$ cat src/rtl/uart_rx_if.sv
// Byte-side handshake of the UART receiver: received byte, valid/ready and status pulses.
interface uart_rx_if;
  logic [7:0] rx_data;
  logic       rx_valid;
  logic       rx_ready;
  logic       frame_err;
  logic       overrun;
  logic       busy;

  modport master (output rx_data, rx_valid, frame_err, overrun, busy, input rx_ready);
  modport slave  (input rx_data, rx_valid, frame_err, overrun, busy, output rx_ready);
endinterface

$ cat src/rtl/uart_rx_8n1.sv
// UART 8N1 receiver: 2-flop input sync, bit-centre sampling via baud counter,
// one-entry valid/ready holding register with framing-error and overrun pulses.
module uart_rx_8n1 #(
  parameter int CLKS_PER_BIT = 1250,
  parameter int CNT_W        = $clog2(CLKS_PER_BIT)
) (
  input  logic        clk,
  input  logic        rst_n,
  input  logic        rxd,
  uart_rx_if.master   rx
);

  typedef enum logic [2:0] {IDLE, START, DATA, STOP, WAIT_IDLE} state_t;

  localparam logic [CNT_W-1:0] HALF_M1 = CNT_W'(CLKS_PER_BIT/2 - 1);
  localparam logic [CNT_W-1:0] FULL_M1 = CNT_W'(CLKS_PER_BIT - 1);

  state_t           state_q, state_d;
  logic [CNT_W-1:0] cnt_q, cnt_d;
  logic [2:0]       bit_idx_q, bit_idx_d;
  logic [7:0]       shift_q, shift_d;
  logic [1:0]       sync_q, sync_d;
  logic [7:0]       data_q, data_d;
  logic             valid_q, valid_d;
  logic             fe_q, fe_d;
  logic             ov_q, ov_d;
  logic             busy_q, busy_d;
  logic             rxd_s;
  logic             done;

  assign rxd_s = sync_q[1];

  always_comb begin
    sync_d    = {sync_q[0], rxd};
    state_d   = state_q;
    cnt_d     = cnt_q + 1'b1;
    bit_idx_d = bit_idx_q;
    shift_d   = shift_q;
    done      = 1'b0;
    fe_d      = 1'b0;
    case (state_q)
      IDLE: begin
        cnt_d = '0;
        if (!rxd_s) state_d = START;
      end
      START: if (cnt_q == HALF_M1) begin
        // Mid start bit: a line already back high was only a glitch.
        cnt_d = '0;
        if (rxd_s) state_d = IDLE;
        else begin
          state_d   = DATA;
          bit_idx_d = '0;
        end
      end
      DATA: if (cnt_q == FULL_M1) begin
        cnt_d     = '0;
        shift_d   = {rxd_s, shift_q[7:1]};
        bit_idx_d = bit_idx_q + 3'd1;
        if (bit_idx_q == 3'd7) state_d = STOP;
      end
      STOP: if (cnt_q == FULL_M1) begin
        cnt_d = '0;
        if (rxd_s) begin
          done    = 1'b1;
          state_d = IDLE;
        end else begin
          fe_d    = 1'b1;
          state_d = WAIT_IDLE;
        end
      end
      WAIT_IDLE: begin
        // Hold off until the line idles so a break cannot start a new frame.
        cnt_d = '0;
        if (rxd_s) state_d = IDLE;
      end
      default: begin
        state_d = IDLE;
        cnt_d   = '0;
      end
    endcase

    data_d  = data_q;
    valid_d = valid_q;
    ov_d    = 1'b0;
    if (done) begin
      if (!valid_q || rx.rx_ready) begin
        data_d  = shift_q;
        valid_d = 1'b1;
      end else begin
        ov_d = 1'b1;
      end
    end else if (valid_q && rx.rx_ready) begin
      valid_d = 1'b0;
    end

    busy_d = (state_d != IDLE);
  end

  always_ff @(posedge clk or negedge rst_n) begin
    if (!rst_n) begin
      state_q   <= IDLE;
      cnt_q     <= '0;
      bit_idx_q <= '0;
      shift_q   <= '0;
      sync_q    <= 2'b11;
      data_q    <= '0;
      valid_q   <= 1'b0;
      fe_q      <= 1'b0;
      ov_q      <= 1'b0;
      busy_q    <= 1'b0;
    end else begin
      state_q   <= state_d;
      cnt_q     <= cnt_d;
      bit_idx_q <= bit_idx_d;
      shift_q   <= shift_d;
      sync_q    <= sync_d;
      data_q    <= data_d;
      valid_q   <= valid_d;
      fe_q      <= fe_d;
      ov_q      <= ov_d;
      busy_q    <= busy_d;
    end
  end

  assign rx.rx_data   = data_q;
  assign rx.rx_valid  = valid_q;
  assign rx.frame_err = fe_q;
  assign rx.overrun   = ov_q;
  assign rx.busy      = busy_q;

endmodule
$ cat src/flat_wrapper.sv
// flat-port wrapper written by rule: the top's interface ports become plain ports
module uart_rx_8n1_flat 
#(
  parameter int CLKS_PER_BIT = 1250,
  parameter int CNT_W        = $clog2(CLKS_PER_BIT)
)
  (clk, rst_n, rxd, rx_rx_data, rx_rx_valid, rx_frame_err, rx_overrun, rx_busy, rx_rx_ready);
  uart_rx_if rx_i ();
  input  logic clk;
  input  logic rst_n;
  input  logic rxd;
  output wire logic [$bits(rx_i.rx_data)-1:0] rx_rx_data;
  output wire logic [$bits(rx_i.rx_valid)-1:0] rx_rx_valid;
  output wire logic [$bits(rx_i.frame_err)-1:0] rx_frame_err;
  output wire logic [$bits(rx_i.overrun)-1:0] rx_overrun;
  output wire logic [$bits(rx_i.busy)-1:0] rx_busy;
  input wire logic [$bits(rx_i.rx_ready)-1:0] rx_rx_ready;
  assign rx_rx_data = rx_i.rx_data;
  assign rx_rx_valid = rx_i.rx_valid;
  assign rx_frame_err = rx_i.frame_err;
  assign rx_overrun = rx_i.overrun;
  assign rx_busy = rx_i.busy;
  assign rx_i.rx_ready = rx_rx_ready;
  uart_rx_8n1 #(.CLKS_PER_BIT(CLKS_PER_BIT), .CNT_W(CNT_W)) u_core (.clk(clk), .rst_n(rst_n), .rxd(rxd), .rx(rx_i));
endmodule
$ cat config.mk
export PLATFORM = sky130hd
export DESIGN_NAME = uart_rx_8n1_flat
export DESIGN_NICKNAME = d
export VERILOG_FILES = /design/src/rtl/uart_rx_if.sv /design/src/rtl/uart_rx_8n1.sv /design/src/flat_wrapper.sv
export SDC_FILE = /design/constraint.sdc
export NUM_CORES = 1
export LEC_CHECK = 0
export ABC_CLOCK_PERIOD_IN_PS = 3100
export CAP_MARGIN = 40
export CELL_PAD_IN_SITES_DETAIL_PLACEMENT = 1
export CELL_PAD_IN_SITES_GLOBAL_PLACEMENT = 2
export CORE_MARGIN = 5
export CORE_UTILIZATION = 39
export CTS_BUF_LIST = sky130_fd_sc_hd__clkbuf_8
export CTS_CLUSTER_SIZE = 40
export DETAILED_ROUTE_END_ITERATION = 8
export HOLD_SLACK_MARGIN = 0.1
export PLACE_DENSITY = 0.86
export SLEW_MARGIN = 20
export SYNTH_ARGS = -nofsm -noshare
export SYNTH_HDL_FRONTEND = slang
export SYNTH_SLANG_ARGS = --single-unit
$ cat constraint.sdc
create_clock -name clk -period 3.1 [get_ports clk]
set_input_delay 0.62 -clock clk [delete_from_list [all_inputs] [get_ports clk]]
set_output_delay 0.62 -clock clk [all_outputs]
set_load 0.01 [all_outputs]
==> impl_metrics.env <==
export IMPL_synth_adder_area_share=0.0349
export IMPL_port_buffers=15
export IMPL_grt_pass1_wl_um=6510
export IMPL_r2r_end="u_core.rx.rx_data[1]"
export IMPL_grt_overflow=0
export IMPL_p_sw_w=0.000194
export IMPL_synth_distinct_cells=40
export IMPL_layout_common_cells="dfrtp_1 (37), nand2_1 (30), nor2_1 (15)"
export IMPL_drive_gt1_frac=0.153
export IMPL_grt_usage=0.133
export IMPL_synth_seq_cells=39
export IMPL_grt_max_degree=40
export IMPL_finalWeightedCongestion=0.796
export IMPL_rsz0062_at_grt="false"
export IMPL_synth_avg_cell_area_sq_um=10.9
export IMPL_initial_utilization=0.406
export IMPL_ys_warn_count=0
export IMPL_syn_to_final_growth_pct=18.2
export IMPL_synth_xor_xnor_area_share=0.0440
export IMPL_endpoint_kind="register"
export IMPL_via_per_inst=5.35
export IMPL_r2r_start="u_core.cnt_q[1]"
export IMPL_worstMarginPinSlew_ps=785
export IMPL_postLayoutCoreUtil=0.480
export IMPL_nets=191
export IMPL_syn_cell_area_sq_mm=0.00179
export IMPL_fin_skew_ps=8.60
export IMPL_internal_power_w=0.000757
export IMPL_path_cells="inv_1 -> ha_1 -> nor4bb_1 -> nand4_1 -> nor2b_1 -> mux2_2"
export IMPL_startpoint_type="register"
export IMPL_cp_slowest_cell="nor2b_1"
export IMPL_status="finished clean"
export IMPL_rr_worst_depth=6
export IMPL_cts_tree="yes"
export IMPL_final_max_slew_violation_count=0
export IMPL_cts_buffer_depth=2
export IMPL_synth_compound_area_frac=0.0475
export IMPL_synth_area_mux_share=0.0587
export IMPL_worst_path_buf_inv=1
export IMPL_total_leakage_power_nw=0.983
export IMPL_ctsHoldBuffers=0
export IMPL_cts_made_buffers=5
export IMPL_power_frac_seq=0.539
export IMPL_synth_largest_area_cell="dfrtp_1"
export IMPL_clkLatencyLatePin_ps=290
export IMPL_fmax_mhz=418
export IMPL_synth_top_family_by_area="simple AND/OR/NAND/NOR gates"
export IMPL_drt_initial_drc_count=67
export IMPL_cts_sinks=39
export IMPL_synth_area_leaders="dfrtp_1 (52%), nand2_1 (6.3%), mux2_2 (5.0%)"
export IMPL_grt_pass1_vias=1323
export IMPL_dieArea_sq_mm=0.00605
export IMPL_final_antenna_net_count=0
export IMPL_min_period_ps=2390
export IMPL_mostFrequentLayoutCell="dfrtp_1"
export IMPL_antenna_found_initial=0
export IMPL_critPathTopFamily="simple AND/OR/NAND/NOR gates"
export IMPL_antennaDiodeCount=0
export IMPL_critical_path_max_stage_delay_ps=580
export IMPL_clock_root_buffer="clkbuf_8"
export IMPL_route_detailed_drc=0
export IMPL_worst_endpoint_required_ps=3280
export IMPL_ff2ff_setup_slack_ps=710
export IMPL_synthSimpleGateAreaFrac=0.243
export IMPL_p_per_area_mw_per_mm2=449
export IMPL_rows=24
export IMPL_peakVddDrop_mv=0.158
export IMPL_die_w_um=77.8
export IMPL_die_y_um=77.8
export IMPL_post_cts_resize_count=0
export IMPL_core_area_sq_mm=0.00441
export IMPL_syn_inst=165
export IMPL_slew_limit_headroom=0.472
export IMPL_vias=1257
export IMPL_critPathMaxFanout=8
export IMPL_synth_top_area_frac=0.517
export IMPL_routed_wl_um=3660
export IMPL_critPathKind="register to register"
export IMPL_finalHoldViolCount=0
export IMPL_period_share=0.772
export IMPL_hold_path_class="input port to async pin"
export IMPL_setup_viol=0
export IMPL_cts_setup_buffers=0
export IMPL_wl_per_cell_um=15.6
export IMPL_final_setup_tns_ps=0
export IMPL_firstDrtPassIters=4
export IMPL_clkPwrFrac=0.442
export IMPL_cp_data_arrival_time_ps=2580
export IMPL_hpwlAfterDp_um=2670
export IMPL_clk_pin_slew_ps=80
export IMPL_max_cap_violations=0
export IMPL_combPwrFrac=0.018
export IMPL_switching_share=0.204
export IMPL_synth_nets=174
export IMPL_ctsHtreeMaxLevel=2
export IMPL_io_pin_count=16
export IMPL_ys_seq_area_frac=0.546
layout make-up:
cell class                 count  area (sq um)
timing repair buffer          18           188
clock inverter                 3          43.8
sequential                    39           978
tap                           52          65.1
inverter                       2          7.51
multi-input combinational    116           767
fill                         486          2300
clock buffer                   5          68.8
sequential cells by signal, summed over array words and instances, names as in the netlist:
name	count
u_core.rx.overrun	1
u_core.state_q	3
u_core.rx.frame_err	1
u_core.bit_idx_q	3
u_core.sync_q	2
u_core.cnt_q	11
u_core.rx.rx_data	8
u_core.rx.rx_valid	1
u_core.shift_q	8
u_core.rx.busy	1
power by group through the flow:
stage	logic [W]	clock network, W	registers [W]
after floorplan	0.00000206	0	0.000521
after global placement	0.0000134	0	0.000522
after detailed placement	0.0000144	0	0.000522
after CTS	0.0000143	0.000437	0.000512
after global routing	0.0000206	0.000458	0.000513
final	0.0000175	0.000421	0.000512
logic make-up after synthesis:
| kind of cell | Yosys count |
|---|---|
| mux | 9 |
| compound gates | 11 |
| flops | 39 |
| xor+xnor | 9 |
| buf+inv | 10 |
| simple gates | 82 |
| fa+ha+maj | 5 |
synth_stat cells:
master / number
nor4bb_1: 1
nand2b_1: 2
a21oi_1: 3
nand2_1: 30
and3_1: 2
o211ai_1: 1
nand4bb_1: 1
dfstp_2: 2
nor3_1: 4
and4b_1: 2
nand3_1: 4
clkbuf_1: 5
buf_1: 1
buf_2: 1
a22o_1: 1
nor4_1: 1
xnor2_1: 4
nor4_2: 1
a22oi_1: 1
nand4_1: 6
mux2_4: 1
xor2_1: 5
or3b_1: 1
a22o_2: 2
buf_6: 1
or4b_4: 1
or3_1: 1
o31a_1: 1
ha_1: 5
and2_1: 1
nor2_1: 15
nor3b_1: 2
dfrtp_1: 37
nor2b_1: 4
a32oi_1: 2
and4_1: 1
or4_4: 1
mux2_2: 8
nor4b_1: 1
inv_1: 2
layer usage:
metal | wire [um] | global-route usage | share of wire | vias to the layer above
met2 | 1750 | 0.208 | 0.48 | 18
met5 | 0 | 0 | 0 | -
met3 | 163 | 0.0428 | 0.045 | 7
met1 | 1690 | 0.174 | 0.46 | 626
met4 | 56 | 0.0464 | 0.015 | 0
li1 | - | - | - | 606
worst max path at each step:
stage,endpoint,start,slack [ps],cells after the start
global placement,u_core.rx.rx_data[3],u_core.cnt_q[1],820,6
finish,u_core.rx.rx_data[1],u_core.cnt_q[1],710,6
floorplan,u_core.bit_idx_q[0],u_core.cnt_q[3],900,5
CTS,u_core.rx.rx_data[1],u_core.cnt_q[1],690,6
detailed placement,u_core.rx.rx_data[1],u_core.cnt_q[1],690,6
global route,u_core.rx.rx_data[1],u_core.cnt_q[1],520,6
metrics by stage:
step / std cells / hold slack [ps] / area, sq um / power (W) / setup WS, ps
6_report: 235 / 257 / 2120 / 0.000950 / 706
5_1_grt: 235 / 285 / 2120 / 0.000992 / 525
4_1_cts: 234 / 360 / 2090 / 0.000964 / 694
3_5_place_dp: 226 / 348 / 1980 / 0.000537 / 692
3_3_place_gp: 226 / 347 / 1980 / 0.000536 / 819
2_1_floorplan: 165 / 324 / 1790 / 0.000523 / 903
Power figures use the tool's default switching activity.
